**src/rtl/wb_write_arbiter.sv**
```systemverilog
// Register-file write-port arbiter: pipeline write-back has priority, and auxiliary
// results wait in a small FIFO that drains into idle slots or into a forced freeze cycle.
module wb_write_arbiter #(
  parameter int WORD_LENGTH  = 32,
  parameter int DEPTH        = 2,
  parameter int STARVE_LIMIT = 4
) (
  input  logic                   clk,
  input  logic                   rst,
  input  logic                   wb_enable_in,
  input  logic [3:0]             wb_dest_in,
  input  logic [WORD_LENGTH-1:0] wb_value_in,
  input  logic                   aux_valid,
  output logic                   aux_ready,
  input  logic [3:0]             aux_dest,
  input  logic [WORD_LENGTH-1:0] aux_value,
  output logic                   rf_we,
  output logic [3:0]             rf_dest,
  output logic [WORD_LENGTH-1:0] rf_value,
  output logic                   freeze,
  output logic                   aux_pending
);

  localparam int AW = (DEPTH > 1) ? $clog2(DEPTH) : 1;
  localparam int CW = AW + 1;
  localparam int SW = (STARVE_LIMIT > 0) ? $clog2(STARVE_LIMIT + 1) : 1;

  logic [3:0]             dest_mem  [DEPTH];
  logic [WORD_LENGTH-1:0] value_mem [DEPTH];
  logic [AW-1:0]          wr_ptr;
  logic [AW-1:0]          rd_ptr;
  logic [CW-1:0]          count;
  logic [SW-1:0]          starve_cnt;
  logic                   fifo_empty;
  logic                   push;
  logic                   pop;
  logic                   freeze_next;

  assign fifo_empty  = (count == '0);
  assign aux_pending = ~fifo_empty;
  // Registered count only, so the same-cycle pop never opens a slot early.
  assign aux_ready   = (count < CW'(DEPTH));
  assign push        = aux_valid & aux_ready;

  always_comb begin
    pop      = 1'b0;
    rf_we    = wb_enable_in;
    rf_dest  = wb_dest_in;
    rf_value = wb_value_in;
    if (freeze) begin
      rf_we = ~fifo_empty;
      pop   = ~fifo_empty;
    end else if (!wb_enable_in && !fifo_empty) begin
      rf_we = 1'b1;
      pop   = 1'b1;
    end
    if (pop) begin
      rf_dest  = dest_mem[rd_ptr];
      rf_value = value_mem[rd_ptr];
    end
  end

  // The ~freeze term keeps the stall a single-cycle pulse even if a head survives it.
  assign freeze_next = ~fifo_empty & ~pop & ~freeze &
                       (starve_cnt == SW'(STARVE_LIMIT - 1));

  always_ff @(posedge clk) begin
    if (push) begin
      dest_mem[wr_ptr]  <= aux_dest;
      value_mem[wr_ptr] <= aux_value;
    end
  end

  always_ff @(posedge clk) begin
    if (rst) begin
      wr_ptr     <= '0;
      rd_ptr     <= '0;
      count      <= '0;
      starve_cnt <= '0;
      freeze     <= 1'b0;
    end else begin
      freeze <= freeze_next;
      if (push) begin
        wr_ptr <= wr_ptr + AW'(1);
      end
      if (pop) begin
        rd_ptr <= rd_ptr + AW'(1);
      end
      case ({push, pop})
        2'b10:   count <= count + CW'(1);
        2'b01:   count <= count - CW'(1);
        default: count <= count;
      endcase
      if (fifo_empty || pop || freeze) begin
        starve_cnt <= '0;
      end else begin
        starve_cnt <= starve_cnt + SW'(1);
      end
    end
  end

endmodule

```
**config.mk**
```make
export PLATFORM = sky130hd
export DESIGN_NAME = wb_write_arbiter
export DESIGN_NICKNAME = d
export VERILOG_FILES = /design/src/rtl/wb_write_arbiter.sv
export SDC_FILE = /design/constraint.sdc
export NUM_CORES = 1
export LEC_CHECK = 0
export CORE_ASPECT_RATIO = 0.5
export CORE_MARGIN = 1
export CORE_UTILIZATION = 43
export DETAILED_ROUTE_END_ITERATION = 7
export DONT_BUFFER_PORTS = 1
export GPL_TIMING_DRIVEN = 1
export HOLD_SLACK_MARGIN = 0.08
export PLACE_DENSITY = 0.66
export SLEW_MARGIN = 30
export SYNTH_ARGS = -nofsm -noshare
export SYNTH_HDL_FRONTEND = slang
export SYNTH_SLANG_ARGS = --single-unit
```
**constraint.sdc**
```tcl
create_clock -name clk -period 3.25 [get_ports clk]
set_clock_uncertainty 0.05 [all_clocks]
set_input_delay 0.65 -clock clk [delete_from_list [all_inputs] [get_ports clk]]
set_output_delay 0.65 -clock clk [all_outputs]
set_load 0.01 [all_outputs]
```
# Yosys cells after proc, flatten, opt, wreduce, memory -nomap -nowiden
# Memories as Yosys holds them, arrays and structs flattened. A register that Yosys moved wholly into a read port is not among the register bits.
# Cells that the tools add are included.
# op_classes
addsub	5
magnitude_cmp	1
n_eq_ne	3
muxes	13
n_bitwise	7
reduce_logical	8
# ops
operator	count
$mux W32	1
$mux W1	10
$and A1 B1 Y1	4
$mux W4	1
$pmux W2 S2	1
$add A3 B1 Y3 const B	1
$eq A3 B2 Y1 const B	1
$not A1 Y1	3
$add A1 B1 Y1 const B	2
$add A2 B1 Y2 const B	1
$eq A2 B1 Y1 const B	1
$eq A2 B2 Y1 const B	1
$logic_not A1 Y1	2
$logic_not A2 Y1	1
$logic_or A1 B1 Y1	2
$lt A2 B2 Y1 const B	1
$reduce_bool A2 Y1	1
$reduce_or A2 Y1	1
$sub A2 B1 Y2 const B	1
$logic_and A1 B1 Y1	1
# word_totals
reg_bits	8
ram_bits	72
out_inout_bits	40
memories	2
# memory_table
name	words	width	rd	rd_clocked_by_memory_dff	wr	line_no	text
value_mem	2	32	1	1	1	29	logic [WORD_LENGTH-1:0] value_mem [DEPTH];
dest_mem	2	4	1	1	1	28	logic [3:0] dest_mem [DEPTH];

# Logic depth before layout (Yosys ltp)
# Gate-level depths: netlist (run 1).
# logic_depth
ltp_word	9
mapped_depth	7
ltp_nobuf	6

# Least setup slack after synthesis (run 1)
# OpenSTA, ideal clock, no wires.
# synth_timing
kind	input to register
startpoint	input port aux_valid
endpoint	memory dest_mem[0][0], enable pin
setup_ns	0.429
t_arrival_ns	2.273
path_slack_ns	0.497
stages	2
n_path_buf	0
path_cell_list	nand2b_1 -> nor2_1
# synth_via
elab_chain_cells	3
# synth_lines
item	line_no	text
from (decl)	13	input logic aux_valid,
$and A1 B1 Y1	43	assign push = aux_valid & aux_ready;
$mux W1	68	if (push) begin
$mux W1 (not written as such)	69	dest_mem[wr_ptr] <= aux_dest;
to (decl)	28	
# No other way between the ends.

# Final worst setup path (run 1)
# layout_timing
startpoint	register count[0]
endpoint	output port rf_value[28]
# layout_via
word_cells_on_any_way	7
cone_classes	mux (3); bitwise (1); reduce/logical (3)
# layout_rtl
item	line_no	text
from (decl)	32	logic [CW-1:0] count;
from (signal assigned)	90	2'b10: count <= count + CW'(1);
from (signal assigned)	91	2'b01: count <= count - CW'(1);
from (signal assigned)	92	default: count <= count;
$logic_not A2 Y1	39	assign fifo_empty = (count == '0);
$not A1 Y1	-	
named net aux_pending	21	output logic aux_pending
$mux W1	50	if (freeze) begin
$mux W32	57	if (pop) begin
to (decl)	19	output logic [WORD_LENGTH-1:0] rf_value,
# The timed path passes the listed nets, and every way through them passes these cells.

==> results of run 1 <==
-- per-stage QoR --
stage               power (mW)  std cells  cell area (sq um)  hold slack, ns
floorplan                 2.12        235               3350           0.347
global placement          2.25        322               3450           0.356
detailed placement        2.29        322               3450           0.379
CTS                       3.18        338               3710           0.317
global route              3.32        339               3730           0.317
finish                    3.16        339               3730           0.327
-- how the worst max path moves through the flow --
stage                            start             end  slack (ns)  cells after the start
after global routing          count[1]    rf_value[26]        0.59                      4
after global placement    wb_enable_in     rf_value[0]        1.06                      4
after floorplan              aux_valid  dest_mem[0][0]        0.50                      2
after CTS                     count[0]     rf_value[1]        0.70                      4
final                         count[0]    rf_value[28]        0.72                      4
after detailed placement  wb_enable_in    rf_value[20]        1.04                      4
-- cells by family (layout without fill, tap and decap cells) --
| logic type | Yosys count | in the layout | share of synthesized area |
|---|---|---|---|
| AOI/OAI and AO/OA | 77 | 77 | 0.115 |
| xor gates and xnor gates | 3 | 3 | 0.00785 |
| adders and majority gates | 3 | 3 | 0.0112 |
| buffers and inverters | 17 | 25 | 0.0269 |
| DFF | 81 | 81 | 0.700 |
| muxes | 36 | 36 | 0.108 |
| and+or+nand+nor | 18 | 18 | 0.0318 |
-- state kept, by name (all words and copies together) (netlist names), named ones only --
name	count
wr_ptr	1
rd_ptr	1
dest_mem	8
value_mem	64
freeze	1
count	2
starve_cnt	3
-- metal layers --
metal	up-vias	track usage
li1	903	-
met1	927	0.181
met2	58	0.285
met3	4	0.0678
met4	0	0.0655
met5	-	0
-- synth_stat cells --
master and instances:
dfxtp_1 9, nor3_1 1, nand2_1 1, ha_1 3, nor2_4 2, buf_4 4, inv_2 1, and2_1 2
edfxtp_1 72, o21ai_0 2, inv_1 2, xnor2_1 1, a21oi_1 75, nand2b_1 2, nor2_1 5, and3_1 1
or3_1 3, buf_2 9, nor2b_1 1, xor2_1 2, mux2i_1 36, clkbuf_1 1
-- power groups by stage --
stage | combinational (mW) | sequential, mW | clock, mW
CTS | 0.857 | 1.42 | 0.910
detailed placement | 0.854 | 1.44 | 0
global route | 0.933 | 1.43 | 0.953
global placement | 0.825 | 1.43 | 0
finish | 0.855 | 1.41 | 0.890
floorplan | 0.695 | 1.42 | 0
-- critical path, cell delays in order, from the launching register on --
cell	delay, ns
dfxtp_1	0.43
nor2_4	0.10
inv_2	0.54
a21oi_1	0.14
a21oi_1	0.28
-- cell type report --
type,instances,area (sq um)
clock buffer,15,258
clock inverter,1,3.75
fill,641,3700
inverter,3,11.3
multi-input combinational,137,925
sequential,81,2340
tap,96,120
timing repair buffer,6,70.1
==> results by stage, run 1 <==
Outcome:
- The run finished with clean final reports.

Global routing:
- The initial antenna violation count is 0.
- The remaining global-route overflow is 0.
- The aggregate global-route resource usage is 0.164.
- Entering global routing, the biggest net connects 38 pins.
- The wire length of the first global-routing pass is a little under 10 mm.
- The via count of the first global-routing pass is approximately 1900.

Clocking:
- The number of levels the H-tree was split into is 3.
- The count of buffers added by post-CTS timing repair for setup is 0.
- The clock net in this run drives a total of a little over 80 sinks.
- The largest buffer count on any clock path is 2.
- Clock tree synthesis inserted a total of 9 buffers.
- After clock tree synthesis, the repair step resized 0 gates.
- The cell at the root of the clock tree is clkbuf_16.
- The clock transition time at the flip-flop clock pins of the worst setup and hold paths is 0.05 ns.
- The clock latency at the later pin of the worst-skew pair is 0.33 ns.
- TritonCTS built the clock tree.
- For this design, the CTS-stage hold fixing added 0 buffers.

STA:
- The minimum period implied by the final worst setup slack is between 2 and 3 ns.
- Headroom to the max-slew limit came out at 0.522.
- The final setup violation count is 0.
- Derived from the worst setup path, the maximum achievable clock frequency is between 300 and 400 MHz.
- The final hold violation count is 0.
- The minimum setup slack in the final design is between 0.7 and 0.8 ns.
- In the final timing run, aggregate negative setup slack is 0 ns.
- The transition time at the pin with the least slew margin is a little over 0.7 ns.
- The total count of max-transition violations in the final report came to 0.
- Setup repair after global routing left no endpoint under its margin.
- Dividing the final minimum period by the clock period gives 0.779.

Routing:
- The detailed-routing iteration count for the pre-antenna-repair pass is 4.
- The detailed router used layers up to and including met4.
- The total vias in the final route is between 1500 and 2000.
- After detailed routing, the wire length on met1 is 2.63 mm.
- The remaining antenna violation count is 0.
- The via count normalized by instance count is roughly 5.6.
- In this run, the number of DRC markers left after iteration 0 of detailed routing was around 110.
- Wires add up to around 6.4 mm.
- The residual DRC count is 0.
- The total met2 wirelength after detailed routing is 3.34 mm.
- Dividing the detail-routed wire length by the instance count gives around 19 um.
- Wire segments on met3 add up to approximately 400 um in the final route.

Synth:
- The gate count of the mapped netlist is about 240.
- Counting every net in the synthesized netlist gives around 310.
- The number of warning messages in the yosys log is 0.
- The per-instance average area after synthesis is 14.2 sq um.
- The synthesized design contains between 80 and 90 register bits.
- After synthesis the cells add up to roughly 3300 sq um.
- Of the synthesized area, sequential elements account for 0.700.
- In this run, distinct cell masters in the synthesized netlist total 22.
- Ranked by total cell area, the synthesized netlist is headed by edfxtp_1 (65%), a21oi_1 (11%), mux2i_1 (11%).
- The library cell occupying the most area in the post-synthesis netlist is edfxtp_1.
- The area fraction of the dominant cell type after synthesis is 0.646.

Power and ir drop:
- The clock share of power is 0.282.
- The sequential fraction of design power is 0.448.
- The cell-internal power is 2.15 mW.
- The leakage power figure is 1.21 nW.
- The worst IR drop on VDD is slightly above 0.5 mV.
- For this design the ratio of total power to cell area is around 850 nW/um^2.
- The analysis attributes to net switching a power of between 1 and 1.5 mW.
- The combinational fraction of design power is 0.271.
- Of the total power, the share spent switching nets is 0.319.

Layout:
- Leaving out fill and tap cells, the most frequent cell in the layout is a21oi_1.
- The number of diodes is 0.
- The share of the core filled with cells is 0.502.
- In the layout the commonest cells are a21oi_1 (75), edfxtp_1 (72), mux2i_1 (36), clkbuf_16 (9), dfxtp_1 (8).
- The final net count is 317.
- The layout cell share with drive strength beyond 1 is 0.0905.
- Compared with the post-synthesis result, the final layout area differs by 11.4%.

Flow run:
- The tool flagged a number of max-cap violations equal to 0.

Floorplan:
- In this run the count of I/O pins placed on the die edge is around 120.
- The horizontal die dimension is approximately 130 um.
- The floorplan step defined a die boundary enclosing 8160 sq um.
- The number of core rows is 22.
- The region available for standard cell placement spans approximately 7400 sq um.
- In this run the vertical extent of the chip is between 60 and 70 um.
- The effective utilization at floorplan is 0.451.

Setup path:
- The worst reg-to-reg path cell count is 6.
- The class of the most critical setup path is flop to primary output.
- The worst setup path is captured at a primary output.
- The critical-path maximum fanout is 37.
- For flop-to-flop paths, the worst setup slack is around 1.3 ns.
- The data arrival time at the worst-slack endpoint is about 1.8 ns.
- The worst reg2reg path startpoint is count[0].
- STA puts the critical path data required time at roughly 2.6 ns.
- The endpoint identified for the worst register-to-register timing path is count[1].
- The worst setup path is launched from a flop.

Worst hold path:
- The worst hold path startpoint is rst.
- The number of cells traversed by the worst hold path is 1.
- The worst min-delay path class is primary input to flop.

Placement:
- The worst setup slack after placement is about 1.0 ns.
- The global placer's final weighted congestion is 0.633.
- Detailed placement finished with a half-perimeter wire length of around 4.1 mm.
- The port buffer count is 0.
Power figures use the tool's default switching activity.
==> inputs of run 2 (changes only) <==
--- a/config.mk
+++ b/config.mk
@@ -12,7 +12,7 @@
 export DONT_BUFFER_PORTS = 1
 export GPL_TIMING_DRIVEN = 1
 export HOLD_SLACK_MARGIN = 0.08
-export PLACE_DENSITY = 0.66
+export PLACE_DENSITY = 0.68
 export SLEW_MARGIN = 30
 export SYNTH_ARGS = -nofsm -noshare
 export SYNTH_HDL_FRONTEND = slang
==> constraint.sdc (replaced) <==
create_clock -name clk -period 2.14 [get_ports clk]
set_clock_uncertainty 0.05 [all_clocks]
set_input_delay 0.428 -clock clk [delete_from_list [all_inputs] [get_ports clk]]
set_output_delay 0.428 -clock clk [all_outputs]
set_load 0.01 [all_outputs]
==> results by stage, run 2 (synthesis results as in run 1) <==
Floorplan:
- The overall die height is 64.4 um (unchanged).
- The placeable core region is 7430 sq um (unchanged).
- The boundary pin count is 116 (unchanged).
- The die footprint is 8160 sq um (unchanged).
- The number of core rows is 22 (unchanged).
- The horizontal die dimension came to 127 um (unchanged).
- The effective utilization at floorplan came to 0.451 (unchanged).

Clocking:
- The total CTS buffers is 9 (unchanged).
- The cell at the root of the clock tree is clkbuf_16 (unchanged).
- The largest buffer count on any clock path is 2 (unchanged).
- The clock tree from TritonCTS is built (unchanged).
- The clock net sink count came to 81 (unchanged).
- The clock latency at the later pin of the worst-skew pair was 0.32 ns (was 0.33 ns).
- The clock transition time at the flip-flop clock pins of the worst setup and hold paths is 0.06 ns (was 0.05 ns).
- The number of levels the H-tree was split into came to 3 (unchanged).
- The number of hold buffers added after cts came to 0 (unchanged).

STA:
- The total count of max-transition violations in the final report is 0 (unchanged).
- The final hold slack is 0.113 ns (was 0.327 ns).
- The top achievable clock speed is 486 MHz.
- The transition time at the pin with the least slew margin came to 0.419 ns (was 0.716 ns).
- The relative slew slack is 0.720 (was 0.522).
- The final setup violation count was 0 (unchanged).
- The minimum period implied by the final worst setup slack is 2.06 ns.
- The post-route clock period utilization is 0.962.
- The final hold violation count is 0 (unchanged).

Outcome:
- Outcome: completed (unchanged).

Setup path:
- The worst setup path startpoint is freeze (was count[0]).
- The endpoint of the lowest-slack register-to-register path is count[1] (unchanged).
- The critical-path cell with the highest stage delay is dfxtp_1 (was inv_2).
- Cell Chain, Critical Path: nand2b_1 -> buf_4 -> a21oi_1 -> a21oi_1 (was nor2_4 -> inv_2 -> a21oi_1 -> a21oi_1).
- The data arrival time at the worst-slack endpoint is 1.58 ns (was 1.83 ns).
- The capture point of the critical path is rf_value[1] (was rf_value[28]).
- The worst reg2reg path startpoint is count[1] (was count[0]).
- The required time reported for the critical path endpoint was 1.66 ns (was 2.55 ns).
- The worst reg-to-reg path cell count is 6 (unchanged).
- The setup slack of the worst register-to-register path was 0.16 ns (was 1.30 ns).
- The type of destination of the critical path is a primary output (unchanged).
- The critical-path maximum fanout is 22 (was 37).
- The startpoint kind of the worst setup timing path is a flop (unchanged).
- The class of the most critical setup path is flop to primary output (unchanged).
- The most frequent cell on the critical path is a21oi_1 (unchanged).
- The largest stage delay on the critical path came to 0.43 ns (was 0.54 ns).

Global routing:
- The wire length of the first global-routing pass is 9.67 mm (was 9.66 mm).
- The remaining global-route overflow is 0 (unchanged).
- The pin count of the biggest net entering global routing is 23 (was 38).
- The aggregate global-route resource usage came to 0.163 (was 0.164).
- The via count of the first global-routing pass came to 1897 (was 1939).
- The initial antenna violation count was 0 (unchanged).

Layout:
- The number of diodes is 0 (unchanged).
- The final net count is 328 (was 317).
- The footprint of the multi-input gates is 955 sq um (was 925 sq um).
- The share of the core filled with cells came to 0.528 (was 0.502).
- The register area is 2340 sq um (unchanged).
- Registers with the most flip-flops: value_mem: 64 flops, dest_mem: 8 flops, starve_cnt: 3 flops (unchanged).
- The growth of design area from synthesis to finish is 17.2% (was 11.4%).
- The post-route cell area was 3930 sq um (was 3730 sq um).
- Most used cells in the layout excluding fill and tap cells: a21oi_1 (72), edfxtp_1 (72), mux2i_1 (36), buf_4 (13), clkbuf_16 (9) (was a21oi_1 (75), edfxtp_1 (72), mux2i_1 (36), clkbuf_16 (9), dfxtp_1 (8)).
- The layout cell share with drive strength beyond 1 is 0.161 (was 0.0905).
- The flip-flop count of the largest register after layout is 64 (unchanged).
- The register with the highest flop count is value_mem (unchanged).
- The number of inserted filler cells in the final layout was 623 (was 641).

Flow run:
- The total of max-cap violations is 0 (unchanged).

Routing:
- The total vias in the final route is 1908 (was 1892).
- The detail-routed net length per standard cell is 18.6 um (was 18.9 um).
- The number of DRC violations after detailed-routing iteration 0 is 110 (was 112).
- The residual DRC count is 0 (unchanged).
- The post-detailed-routing wire length was 6.50 mm (was 6.41 mm).
- The remaining antenna violation count came to 0 (unchanged).
- The detailed-routing iteration count for the pre-antenna-repair pass is 4 (unchanged).
- The via count normalized by instance count is 5.45 (was 5.58).

Placement:
- The post-place instance area is 3530 sq um (was 3450 sq um).
- The half-perimeter wire length after placement is 4.35 mm (was 4.12 mm).
- The port buffer count came to 0 (unchanged).
- The global placer's final weighted congestion is 0.709 (was 0.633).

Power and ir drop:
- The worst IR drop on VDD is 0.501 mV (was 0.520 mV).
- The leakage power figure was 1.31 nW (was 1.21 nW).
- The power density over the cells is 1360 nW/um^2 (was 847 nW/um^2).
- The power after layout is 5.34 mW (was 3.16 mW).

Worst hold path:
- The worst min-delay path class is primary input to flop (unchanged).
run 2: worst min-delay path by stage:
stage	start	endpoint	slack, ns	cells after the start
after floorplan	starve_cnt[0]	starve_cnt[0]	0.35	1
after global placement	starve_cnt[0]	starve_cnt[0]	0.36	1
after detailed placement	starve_cnt[0]	starve_cnt[0]	0.38	1
after CTS	rst	flop	0.10	1
after global routing	rst	flop	0.10	1
final	rst	flop	0.11	1
run 2: per-layer routing:
layer / vias up / track usage / share of wire
met1: 914 / 0.186 / 0.41
li1: 931 / - / -
met2: 52 / 0.276 / 0.50
met5: - / 0 / 0
met3: 11 / 0.0670 / 0.071
met4: 0 / 0.0685 / 0.013
run 2: metrics by stage:
| stage | TNS, ns | cells | setup slack (ns) |
|---|---|---|---|
| after floorplan | 0 | 235 | 0.191 |
| after global placement | 0 | 329 | 0.0741 |
| after detailed placement | 0 | 329 | 0.0189 |
| after CTS | -0.0147 | 346 | -0.00673 |
| after global routing | -0.0331 | 350 | -0.0136 |
| final | 0 | 350 | 0.0820 |
run 2: what timing repair did:
item / CTS / global route
cloned: 1 / 0
setup endpoints to repair: 36 / 29
resized for setup: 4 / 3
buffers inserted: 0 / 4
pin swaps: 1 / 2
run 2: critical path: cells and delay by family (launching register included):
kind	cells	cell delay, ns
buffers and inverters	1	0.26
AND/OR/NAND/NOR	1	0.17
flip-flops	1	0.43
AO/OA/AOI/OAI	2	0.37
run 2: where the power goes:
part | internal (mW) | switching (mW) | total, mW
logic | 0.542 | 0.960 | 1.50
clock network | 1.13 | 0.554 | 1.69
registers | 2.05 | 0.0995 | 2.15
run 2: area by class of cell:
cell class	instances	share of cell area
Timing Repair Buffer	16	0.0402
Multi-Input combinational cell	138	0.243
Tap cell	96	0.0306
Clock buffer	10	0.0583
Inverter	3	0.00351
Clock inverter	6	0.0271
Sequential cell	81	0.597
